==> config.mk <==
export PLATFORM = sky130hd
export DESIGN_NAME = game_tick_scheduler
export DESIGN_NICKNAME = d
export VERILOG_FILES = /design/src/rtl/game_tick_scheduler.sv
export SDC_FILE = /design/constraint.sdc
export NUM_CORES = 1
export LEC_CHECK = 0
export BUFFER_PORTS_ARGS = -buffer_cell sky130_fd_sc_hd__buf_2
export CAP_MARGIN = 0
export CORE_UTILIZATION = 53
export CTS_BUF_LIST = sky130_fd_sc_hd__clkbuf_16
export DETAILED_ROUTE_END_ITERATION = 6
export HOLD_SLACK_MARGIN = 0.1
export PLACE_DENSITY_LB_ADDON = 0.2
export SYNTH_ARGS = -nofsm -noshare
export SYNTH_HDL_FRONTEND = slang
export SYNTH_SLANG_ARGS = --single-unit
==> constraint.sdc <==
create_clock -name clk_in -period 1.92 [get_ports clk_in]
set_input_delay 0.288 -clock clk_in [delete_from_list [all_inputs] [get_ports clk_in]]
set_output_delay 0.288 -clock clk_in [all_outputs]
set_load 0.005 [all_outputs]
==> src/rtl/game_tick_scheduler.sv <==
// game_tick_scheduler: pixel clock-enable, frame tick and vblank-only round-robin scheduling of game-logic requesters.
//   clk_in      100 MHz clock
//   rst_n       asynchronous active-low reset
//   vblank      VGA vertical blank level (clk_in domain)
//   req         requester ready-to-run
//   done        one-cycle completion pulse from the granted requester
//   cfg_we      period write strobe
//   cfg_idx     requester index for period write
//   cfg_period  frames per step, 0 disables the requester
//   pix_ce      one-cycle enable every DIV clocks
//   frame_tick  one-cycle pulse per vblank rising edge
//   grant       one-hot grant, zero when idle
//   missed      sticky overrun flags
//   wdog_err    sticky watchdog error
// Define TICK_WDOG_EN to build the grant watchdog; otherwise a grant is held until done and wdog_err is 0.
module game_tick_scheduler #(
  parameter int N_REQ   = 3,
  parameter int DIV     = 4,
  parameter int FCNT_W  = 6,
  parameter int TIMEOUT = 4096,
  localparam int IDX_W  = N_REQ > 1 ? $clog2(N_REQ) : 1
) (
  input  logic              clk_in,
  input  logic              rst_n,
  input  logic              vblank,
  input  logic [N_REQ-1:0]  req,
  input  logic [N_REQ-1:0]  done,
  input  logic              cfg_we,
  input  logic [IDX_W-1:0]  cfg_idx,
  input  logic [FCNT_W-1:0] cfg_period,
  output logic              pix_ce,
  output logic              frame_tick,
  output logic [N_REQ-1:0]  grant,
  output logic [N_REQ-1:0]  missed,
  output logic              wdog_err
);
  localparam int PIX_W = DIV > 2 ? $clog2(DIV) : 1;
  localparam logic [PIX_W-1:0] PIX_LAST = PIX_W'(DIV - 1);
  typedef enum logic {IDLE, GRANT} state_t;
  if (N_REQ < 1 || N_REQ > 8 || DIV < 2 || FCNT_W < 1 || TIMEOUT < 1) begin : g_bad_param
    $error("game_tick_scheduler: parameter out of range");
  end
  state_t            state_q, state_d;
  logic [PIX_W-1:0]  pix_q, pix_d;
  logic              vb_q, vb_d;
  logic              tick_q, tick_d;
  logic [FCNT_W-1:0] period_q [N_REQ];
  logic [FCNT_W-1:0] period_d [N_REQ];
  logic [FCNT_W-1:0] cnt_q [N_REQ];
  logic [FCNT_W-1:0] cnt_d [N_REQ];
  logic [N_REQ-1:0]  pend_q, pend_d;
  logic [N_REQ-1:0]  missed_q, missed_d;
  logic [N_REQ-1:0]  grant_q, grant_d;
  logic [IDX_W-1:0]  rr_q, rr_d;
  logic [N_REQ-1:0]  set, clr, elig;
  logic              wd_fire;
  // Closest eligible index after rr, wrapping; scanning far-to-near lets the nearest overwrite.
  function automatic logic [IDX_W-1:0] pick(input logic [N_REQ-1:0] e, input logic [IDX_W-1:0] rr);
    logic [IDX_W-1:0] j;
    pick = rr;
    for (int k = N_REQ; k >= 1; k--) begin
      j = IDX_W'((int'(rr) + k) % N_REQ);
      if (e[j]) pick = j;
    end
  endfunction
  always_comb begin
    pix_d    = pix_q == PIX_LAST ? '0 : pix_q + 1'b1;
    vb_d     = vblank;
    tick_d   = vblank & ~vb_q;
    period_d = period_q;
    cnt_d    = cnt_q;
    set      = '0;
    clr      = '0;
    state_d  = state_q;
    grant_d  = grant_q;
    rr_d     = rr_q;
    if (cfg_we && int'(cfg_idx) < N_REQ) begin
      period_d[cfg_idx] = cfg_period;
      if (cfg_period == '0 && !grant_q[cfg_idx]) clr[cfg_idx] = 1'b1;
    end
    if (tick_q) begin
      for (int i = 0; i < N_REQ; i++) begin
        if (period_q[i] != '0) begin
          set[i]   = cnt_q[i] == '0;
          cnt_d[i] = cnt_q[i] == '0 ? period_q[i] - 1'b1 : cnt_q[i] - 1'b1;
        end
      end
    end
    elig = pend_q & req;
    if (state_q == IDLE) begin
      if (vblank && |elig) begin
        rr_d    = pick(elig, rr_q);
        grant_d = N_REQ'(1) << rr_d;
        state_d = GRANT;
      end
    end else if (|(done & grant_q) || wd_fire) begin
      grant_d = '0;
      clr     = clr | grant_q;
      state_d = IDLE;
    end
    // A same-cycle clear (completion) absorbs a new set, so it is not an overrun.
    pend_d   = (pend_q & ~clr) | set;
    missed_d = missed_q | (set & pend_q & ~clr);
  end
  always_ff @(posedge clk_in or negedge rst_n) begin
    if (!rst_n) begin
      state_q  <= IDLE;
      pix_q    <= '0;
      vb_q     <= 1'b0;
      tick_q   <= 1'b0;
      for (int i = 0; i < N_REQ; i++) period_q[i] <= FCNT_W'(1);
      for (int i = 0; i < N_REQ; i++) cnt_q[i] <= '0;
      pend_q   <= '0;
      missed_q <= '0;
      grant_q  <= '0;
      rr_q     <= IDX_W'(N_REQ - 1);
    end else begin
      state_q  <= state_d;
      pix_q    <= pix_d;
      vb_q     <= vb_d;
      tick_q   <= tick_d;
      period_q <= period_d;
      cnt_q    <= cnt_d;
      pend_q   <= pend_d;
      missed_q <= missed_d;
      grant_q  <= grant_d;
      rr_q     <= rr_d;
    end
  end
`ifdef TICK_WDOG_EN
  localparam int WD_W = $clog2(TIMEOUT + 1);
  logic [WD_W-1:0] wd_q, wd_d;
  logic            wdog_q, wdog_d;
  // Counter is zero on entry to GRANT, so the grant lasts exactly TIMEOUT cycles.
  assign wd_fire = state_q == GRANT && wd_q == WD_W'(TIMEOUT - 1);
  always_comb begin
    wd_d   = state_q == GRANT ? wd_q + 1'b1 : '0;
    wdog_d = wdog_q | wd_fire;
  end
  always_ff @(posedge clk_in or negedge rst_n) begin
    if (!rst_n) begin
      wd_q   <= '0;
      wdog_q <= 1'b0;
    end else begin
      wd_q   <= wd_d;
      wdog_q <= wdog_d;
    end
  end
  assign wdog_err = wdog_q;
`else
  assign wd_fire  = 1'b0;
  assign wdog_err = 1'b0;
`endif
  assign pix_ce     = pix_q == PIX_LAST;
  assign frame_tick = tick_q;
  assign grant      = grant_q;
  assign missed     = missed_q;
endmodule

Word-level counts from Yosys, hierarchy flattened. Cells that the tools add are included.

Bits in read-only memories: 0. Flip-flop bits (word level): 52. Latch bits: 0. Input bits: 18. Output and inout port bits: 9. Memory bits (writable): 0. Memories kept: 0. Word-level logic and storage cells: 108.

Reductions and logical operators: 21. Mux-type cells: 36. Equality and inequality tests: 2. Magnitude comparators: 8. Add/subtract/negate cells: 10. $mul: 0. Divide/modulo/power cells: 3. Bitwise logic cells: 13. Shift operators: 1.

Operators by type and width (number): 32-bit by 3-bit modulo with 32-bit output (second input constant) (3); 6-bit by 1-bit subtractor with 6-bit output (second input constant) (6); 6-bit zero test (4); 3-bit two-way mux (8); 6-bit two-way mux (4); 18-bit bitwise mux (1); 6-bit nonzero test (3); 3-bit AND (5); 6-bit demux with 2-bit select (1); 2-bit by 3-bit less-than comparator with 1-bit output (second input constant) (4); 2-bit two-way mux (6); 1-bit two-way mux (11); 2-bit AND reduction (5); 3-bit bitwise OR (3); 1-bit binary-select mux with 2-bit select (4); 2-bit by 2-bit adder with 3-bit output (second input constant) (2); 3-bit OR reduction (2); 1-bit logical AND (5); 2-bit by 1-bit adder with 3-bit output (second input constant) (1); 3-bit >= comparator (second input constant) (1); 3-bit by 1-bit less-than comparator with 1-bit output (second input constant) (1); 2-bit inverter with 3-bit output (1); 3-bit inverter (1); 1-bit by 2-bit left shift with 3-bit output (first input constant) (1); 10 further kinds (11).

Longest topological paths before layout. Gate-level depths: netlist (run 1).

Depth in word-level cells: 12. Gate-level depth with buffers: 9. Gate-level depth less buffers: 9.

Least setup slack after synthesis (run 1). No wires, ideal clock.

Kind: flip-flop to flip-flop. Start: register cnt_q[13] (netlist name). End: register cnt_q[16] (netlist name). Period minus slack after synthesis: 2.120 ns. Arrival: 1.994 ns. Library setup time: 0.125 ns. Setup slack: -0.200 ns. Cell stages (with the launch flop): 10. Cell sequence: dfrtp_1 > or4_4 > nor3_2 > a21oi_1 > ha_1 > nor3b_1 > o41ai_2 > nor3_1 > a21oi_1 > o21ai_1.

Longest elaborated chain between the ends: 2. Elaborated cells between the ends (all ways): 3. Those cells by class: 1 x add/sub; 1 x mux; 1 x reduce/logical.

RTL lines: start: declaration (RTL line 49) `logic [FCNT_W-1:0] cnt_q [N_REQ];`; start signal: assignment (RTL line 123) `cnt_q <= cnt_d;`; 6-bit by 1-bit subtractor with 6-bit output / 6-bit zero test (equally long branches) (RTL line 85) `cnt_d[i] = cnt_q[i] == '0 ? period_q[i] - 1'b1 : cnt_q[i] - 1'b1;`; 6-bit two-way mux (*) (RTL line 85).

Mark *: on every way between the ends. The rest lies on a longest branch, timed or not. A chain may end at the register's enable or synchronous reset.

Worst setup path after layout (run 1).
Start: register cnt_q[17] (netlist name). End: register cnt_q[16] (netlist name).

Longest elaborated chain between the ends: 2.

RTL lines (RTL line): 6-bit zero test (85); 6-bit two-way mux (85).

Every way passes these cells.

==> out/results.txt, run 1 <==
Worst-Margin Slew: 536 ps
initial antenna violation count: 0
fin crit period: 2070 ps
synth top area cells: dfrtp_1 44%, mux2_2 7.8%, dfstp_2 3.9%, a21oi_1 3.7%, nand2_1 3.4%
CTS tree: yes
crit path DAT: 2250 ps
worst rel slew slack: 0.643
Crit path depth: 9
Port Buf Inserts: 25
Setup CP Type: reg2reg
DR vias: 2,359
post-place setup slack: -169 ps
clock-pin slew on the worst setup and hold paths: 70 ps
Worst Clk Skew: 7.11 ps
largest net degree at the start of global routing: 32
final setup vio count: 3
Reg area: 1310 um^2
Leak: 1.55 nW
reg2reg start: cnt_q[17]
reg2reg setup slack: -150 ps
status: finished, violations left
Die ar.: 5440 um^2
Post-DP Area: 3200 um^2
crit path cell chain: or4_4 > nor3_4 > a21oi_2 > ha_2 > nor3b_1 > o41ai_2 > nor3_1 > a21oi_1 > o21ai_1
Async S/R FF share, synth: 1.00
PnR worst setup slack: -154 ps
area share of the largest cell type after synthesis: 0.440
cells on worst reg2reg path: 9
failing checks: negative setup slack
maxcap violations: 0
syn avg cell area: 10.6 um^2
WL per Instance: 16.8 um
endpoint class of the critical path: flip-flop
Final HPWL DP: 4.57 mm
fillers: 310
Ys Warns: 0
vias in the first global route: 2,207
Crit-path slowest cell: or4_4
reg2reg end: cnt_q[16]
Routed WL: 6.73 mm
kind of cell adding the most delay to the critical path: simple AND/OR/NAND/NOR gates
Main synth FF type: dfrtp_1
Routed Antenna Nets: 0
DRT Pass-1 Iters: 4
Final Cycle Share: 1.08
grt ovf: 0
Final Hold Viols: 0
count of cell types in the netlist: 60
DRC Markers: 0
Worst Setup SP: cnt_q[17]
critical path required time: 2090 ps
Setup crit start kind: flip-flop
worst stage delay on the critical path: 560 ps
crit path to: cnt_q[16]
clk_lat worst skew: 290 ps
initial DRC count: 147
Root Buffer: clkbuf_16
Synth Register Bits: 52
first-pass GRT wire length: 10.6 mm
core area: 4850 um^2
number of synthesized flops with an enable pin: 0
Chip Height: 73.8 um
Pwr Total: 0.00562 W
Total Nets Final: 356
routed vias/inst: 5.90
Post-Syn Area: 2730 um^2
leading area contributor after synthesis: dfrtp_1
Max Root-Sink Buffers: 2
fin. max-slew vios: 0
RSZ-0062 raised after global routing: true
GPL Wtd Cong: 0.980
Die W: 73.8 um
fin util: 0.755
Starting Density: 0.563
Final Instance Area: 3660 um^2
highest clock rate: 482 MHz
n_diodes: 0
PwrDens: 1540 nW/um^2
synth-to-layout area growth: 34.2%
multi-input logic area: 1510 um^2
CTS Buf Count: 5
total track usage: 0.262
Seq/Total Area, Yosys: 0.479
Syn Inst Count: 258
Worst VDD drop: 0.000980 V
min-delay worst type: in2reg
clk sinks: 52
CP Max Fanout: 3
Rows: 25
H-tree depth: 2
Buf/Inv on CP: 0
fraction of layout cells with a size suffix above 1: 0.447
post-synth net total: 282
IO Pins: 27
## state kept, by name (all words and copies together) (netlist names)
signal	count
cnt_q	18
period_q	18
grant	3
missed	3
pend_q	3
pix_q	2
rr_q	2
frame_tick	1
state_q	1
vb_q	1
## worst min-delay path by stage
| stage | startpoint | to | slack, ps | cells after the start |
|---|---|---|---|---|
| global route | vblank | vb_q | 120 | 1 |
| floorplan | rst_n | cnt_q[0] | -8 | 0 |
| detailed placement | rst_n | cnt_q[5] | 290 | 1 |
| finish | vblank | vb_q | 120 | 1 |
| CTS | vblank | vb_q | 120 | 1 |
| global placement | rst_n | cnt_q[5] | 290 | 1 |
## routing by layer
layer	track usage	wire length, um	vias up
li1	-	-	1118
met1	0.353	3010	1168
met2	0.421	3370	56
met3	0.0439	204	17
met4	0.109	153	0
met5	0	0	-
## area by class of cell
| class | count | area share |
|---|---|---|
| timing repair buffer | 71 | 0.138 |
| inverter | 10 | 0.0103 |
| tap | 67 | 0.0229 |
| multi-input combinational | 192 | 0.414 |
| clock inverter | 3 | 0.0246 |
| sequential | 52 | 0.357 |
| clock buffer | 5 | 0.0342 |
## per-stage QoR
stage | TNS (ps) | hold slack [ps] | cells
after floorplan | -170 | -7.59 | 258
after global placement | -115 | 290 | 378
after detailed placement | -282 | 295 | 378
after CTS | -235 | 118 | 395
after global routing | -684 | 115 | 400
final | -295 | 122 | 400
## cell families (layout without fill, tap and decap cells)
logic type / Yosys count / after routing / synth area share
AND/OR/NAND/NOR: 85 / 85 / 0.179
adder cells (fa/ha/maj): 6 / 6 / 0.0275
other: 1 / 1 / 0.00137
buffers and inverters: 14 / 89 / 0.0229
multiplexers: 20 / 20 / 0.0825
flip-flops: 52 / 52 / 0.479
AO/OA/AOI/OAI: 78 / 78 / 0.201
XOR/XNOR: 2 / 2 / 0.00642
## Yosys cell counts, drive strengths merged (2+ instances only)
cell type  count
a222oi         2
nand2         25
inv           10
xnor2          2
o21bai         3
and2           2
mux2          20
dfrtp         48
buf            4
o311ai         3
o211ai         3
nor2          22
a21o           2
a21oi         21
nor4           5
o21ai         14
a32o           2
dfstp          4
a22oi          2
o22a           2
a21boi         2
nor3           8
nand3          4
nor3b          4
nand2b         3
o31ai          4
or4            5
ha             6
a31oi          6
nand3b         3
## power breakdown
group | switching, W | internal [W]
logic | 0.00118 | 0.00130
clock network | 0.000397 | 0.000878
registers | 0.000398 | 0.00146
## cells in the final DEF (no fill, tap or decap), drive strengths merged, types with 5 or more instances in the layout
| cell type | netlist | layout |
|---|---|---|
| inv | 10 | 10 |
| or4 | 5 | 5 |
| nand2 | 25 | 25 |
| ha | 6 | 6 |
| dfrtp | 48 | 48 |
| buf | 4 | 70 |
| clkbuf | 0 | 5 |
| a31oi | 6 | 6 |
| a21oi | 21 | 21 |
| mux2 | 20 | 20 |
| o21ai | 14 | 14 |
| nor2 | 22 | 22 |
| nor3 | 8 | 8 |
| nor4 | 5 | 5 |
## repair_timing
item	4_1_cts	5_1_grt
endpoints found under the setup margin	4	11
hold endpoints to repair	20	0
hold buffers	1	0
pin swaps	6	16
setup buffers	9	6
gates resized for setup	12	28
Note: power is estimated with default switching activity, not from simulation.
==> run 2: changes to the inputs <==
Settings changed: CELL_PAD_IN_SITES_DETAIL_PLACEMENT set to 1, CELL_PAD_IN_SITES_GLOBAL_PLACEMENT set to 1, CORE_UTILIZATION 53 to 42, GPL_ROUTABILITY_DRIVEN set to 0.
==> out/results.txt, run 2 (synthesis gave the netlist of run 1 again) <==
Crit path depth: 9 (unchanged)
fin crit period: 2100 ps (+25.7 ps)
routed vias/inst: 5.78 (-2.0%)
Root Buffer: clkbuf_16
PnR worst setup slack: -180 ps (-25.7 ps)
n_diodes: 0 (unchanged)
failing checks: negative setup slack
Final Hold Viols: 0 (unchanged)
most common cell after layout, fill and taps aside: dfrtp_1
most frequent cells in the layout: 48 x dfrtp_1, 47 x buf_4, 25 x buf_2
worst rel slew slack: 0.658 (+0.0156)
RSZ-0062 raised after global routing: true
Final Cycle Share: 1.09 (+0.0134)
endpoint class of the critical path: flip-flop
reg2reg start: cnt_q[17]
Crit-path slowest cell: or4_4
Hold Crit Endpoint: vb_q
kind of cell adding the most delay to the critical path: simple AND/OR/NAND/NOR gates
Starting Density: 0.432 (-0.131)
Setup crit start kind: flip-flop
Final HPWL DP: 5.55 mm (+22%)
PwrDens: 1500 nW/um^2 (-2.5%)
Port Buf Inserts: 25 (unchanged)
highest clock rate: 476 MHz (-1.2%)
Leak: 1.56 nW (+0.62%)
critical path required time: 2090 ps (about the same)
dpl cells: 394 (+4.2%)
Setup CP Type: reg2reg
final setup vio count: 6 (+3)
total track usage: 0.242 (-0.0204)
clk sinks: 52 (unchanged)
Worst VDD drop: 0.000954 V (-2.6%)
Die ar.: 6820 um^2 (+25%)
Regs by FF count: cnt_q: 18 flops, period_q: 18 flops
DRT Pass-1 Iters: 4 (unchanged)
fraction of layout cells with a size suffix above 1: 0.446 (-0.00170)
CTS Buf Count: 5 (unchanged)
H-tree depth: 2 (unchanged)
Die W: 82.6 um (+12%)
hold_ws: 125 ps (+2.72 ps)
min-delay worst type: in2reg
initial DRC count: 82 (-44%)
Worst-Margin Slew: 512 ps (-23.4 ps)
status: finished, violations left
core area: 6310 um^2 (+30%)
synth-to-layout area growth: 34.4%
worst stage delay on the critical path: 560 ps (about the same)
maxcap violations: 0 (unchanged)
crit path cell chain: or4_4 > nor3_4 > a21oi_2 > ha_2 > nor3b_1 > o41ai_2 > nor3_1 > a21oi_1 > o21ai_1
initial antenna violation count: 0 (unchanged)
reg2reg setup slack: -180 ps (-30 ps)
DRC Markers: 0 (unchanged)
cells on worst reg2reg path: 9 (unchanged)
Max Root-Sink Buffers: 2 (unchanged)
largest net degree at the start of global routing: 34 (+6.3%)
Worst Clk Skew: 8.66 ps (+1.55 ps)
fin. max-slew vios: 0 (unchanged)
Routed WL: 7.98 mm (+18%)
hold_sp: vblank
Routed Antenna Nets: 0 (unchanged)
reg2reg end: cnt_q[16]
crit path DAT: 2270 ps (+20 ps)
Pwr Total: 0.00550 W (-2.3%)
Chip Height: 82.6 um (+12%)
Non-Filler Instances: 418 (+4.5%)
Buf/Inv on CP: 0 (unchanged)
grt ovf: 0 (unchanged)
post-place setup slack: -135 ps (+33.8 ps)
clk_lat worst skew: 290 ps (about the same)
IO Pins: 27 (unchanged)
CTS tree: yes
DR vias: 2,415 (+2.4%)
WL per Instance: 19.1 um (+13%)
Hold Path Stages: 1 (unchanged)
first-pass GRT wire length: 12.0 mm (+14%)
clock-pin slew on the worst setup and hold paths: 70 ps (about the same)
Total Nets Final: 364 (+2.2%)
vias in the first global route: 2,424 (+9.8%)
CP Max Fanout: 4 (+1)
setup_tns: -416 ps (-121 ps)
Rows: 29 (+16%)
==> run 2: cell types whose count changed in the layout (fill, tap and decap cells not counted), moves of 2 or more <==
| cell | change |
|---|---|
| inv_1 | +5 |
| a21oi_2 | +2 |
| bufinv_16 | -3 |
| a21oi_1 | -2 |
| buf_4 | +8 |
| inv_2 | -5 |
| o31ai_2 | -2 |
==> run 2: layout make-up <==
type	instances	area, um^2
clock inverter	3	20.0
fill	696	2650
tap	77	96.3
timing repair buffer	79	564
multi-input combinational	192	1520
clock buffer	5	125
sequential	52	1310
inverter	10	40.0
==> run 2: report_power, final <==
part	internal (W)	switching, W	total, W	leakage, nW
sequential	0.00146	0.000413	0.00187	0.616
clock	0.000482	0.000410	0.000891	0.0712
combinational	0.00144	0.00129	0.00273	0.868
total	0.00338	0.00211	0.00550	1.56
==> run 2: how the worst max path moves through the flow <==
stage | start | end | slack [ps]
floorplan | cnt_q[12] | cnt_q[16] | -140
global placement | cnt_q[17] | cnt_q[16] | -80
detailed placement | cnt_q[17] | cnt_q[16] | -130
CTS | cnt_q[17] | cnt_q[16] | -170
global route | cnt_q[17] | cnt_q[16] | -280
finish | cnt_q[17] | cnt_q[16] | -180
==> run 2: metal layers <==
metal / vias up / share of wire / global-route usage
li1: 1135 / - / -
met1: 1221 / 0.44 / 0.312
met2: 45 / 0.51 / 0.411
met3: 14 / 0.026 / 0.0374
met4: 0 / 0.021 / 0.0879
met5: - / 0 / 0
==> run 2: through the flow <==
step / cell area (um^2) / util
2_1_floorplan: 2770 / -
3_3_place_gp: 3260 / 0.516
3_5_place_dp: 3260 / 0.516
4_1_cts: 3490 / 0.553
5_1_grt: 3670 / 0.581
6_report: 3670 / 0.581
==> run 2: timing repair <==
action / 4_1_cts / 5_1_grt
endpoints found under the hold margin: 18 / 0
hold buffers: 1 / 0
endpoints found under the setup margin: 8 / 10
resized for setup: 12 / 27
setup buffers: 6 / 9
pin swaps: 9 / 12
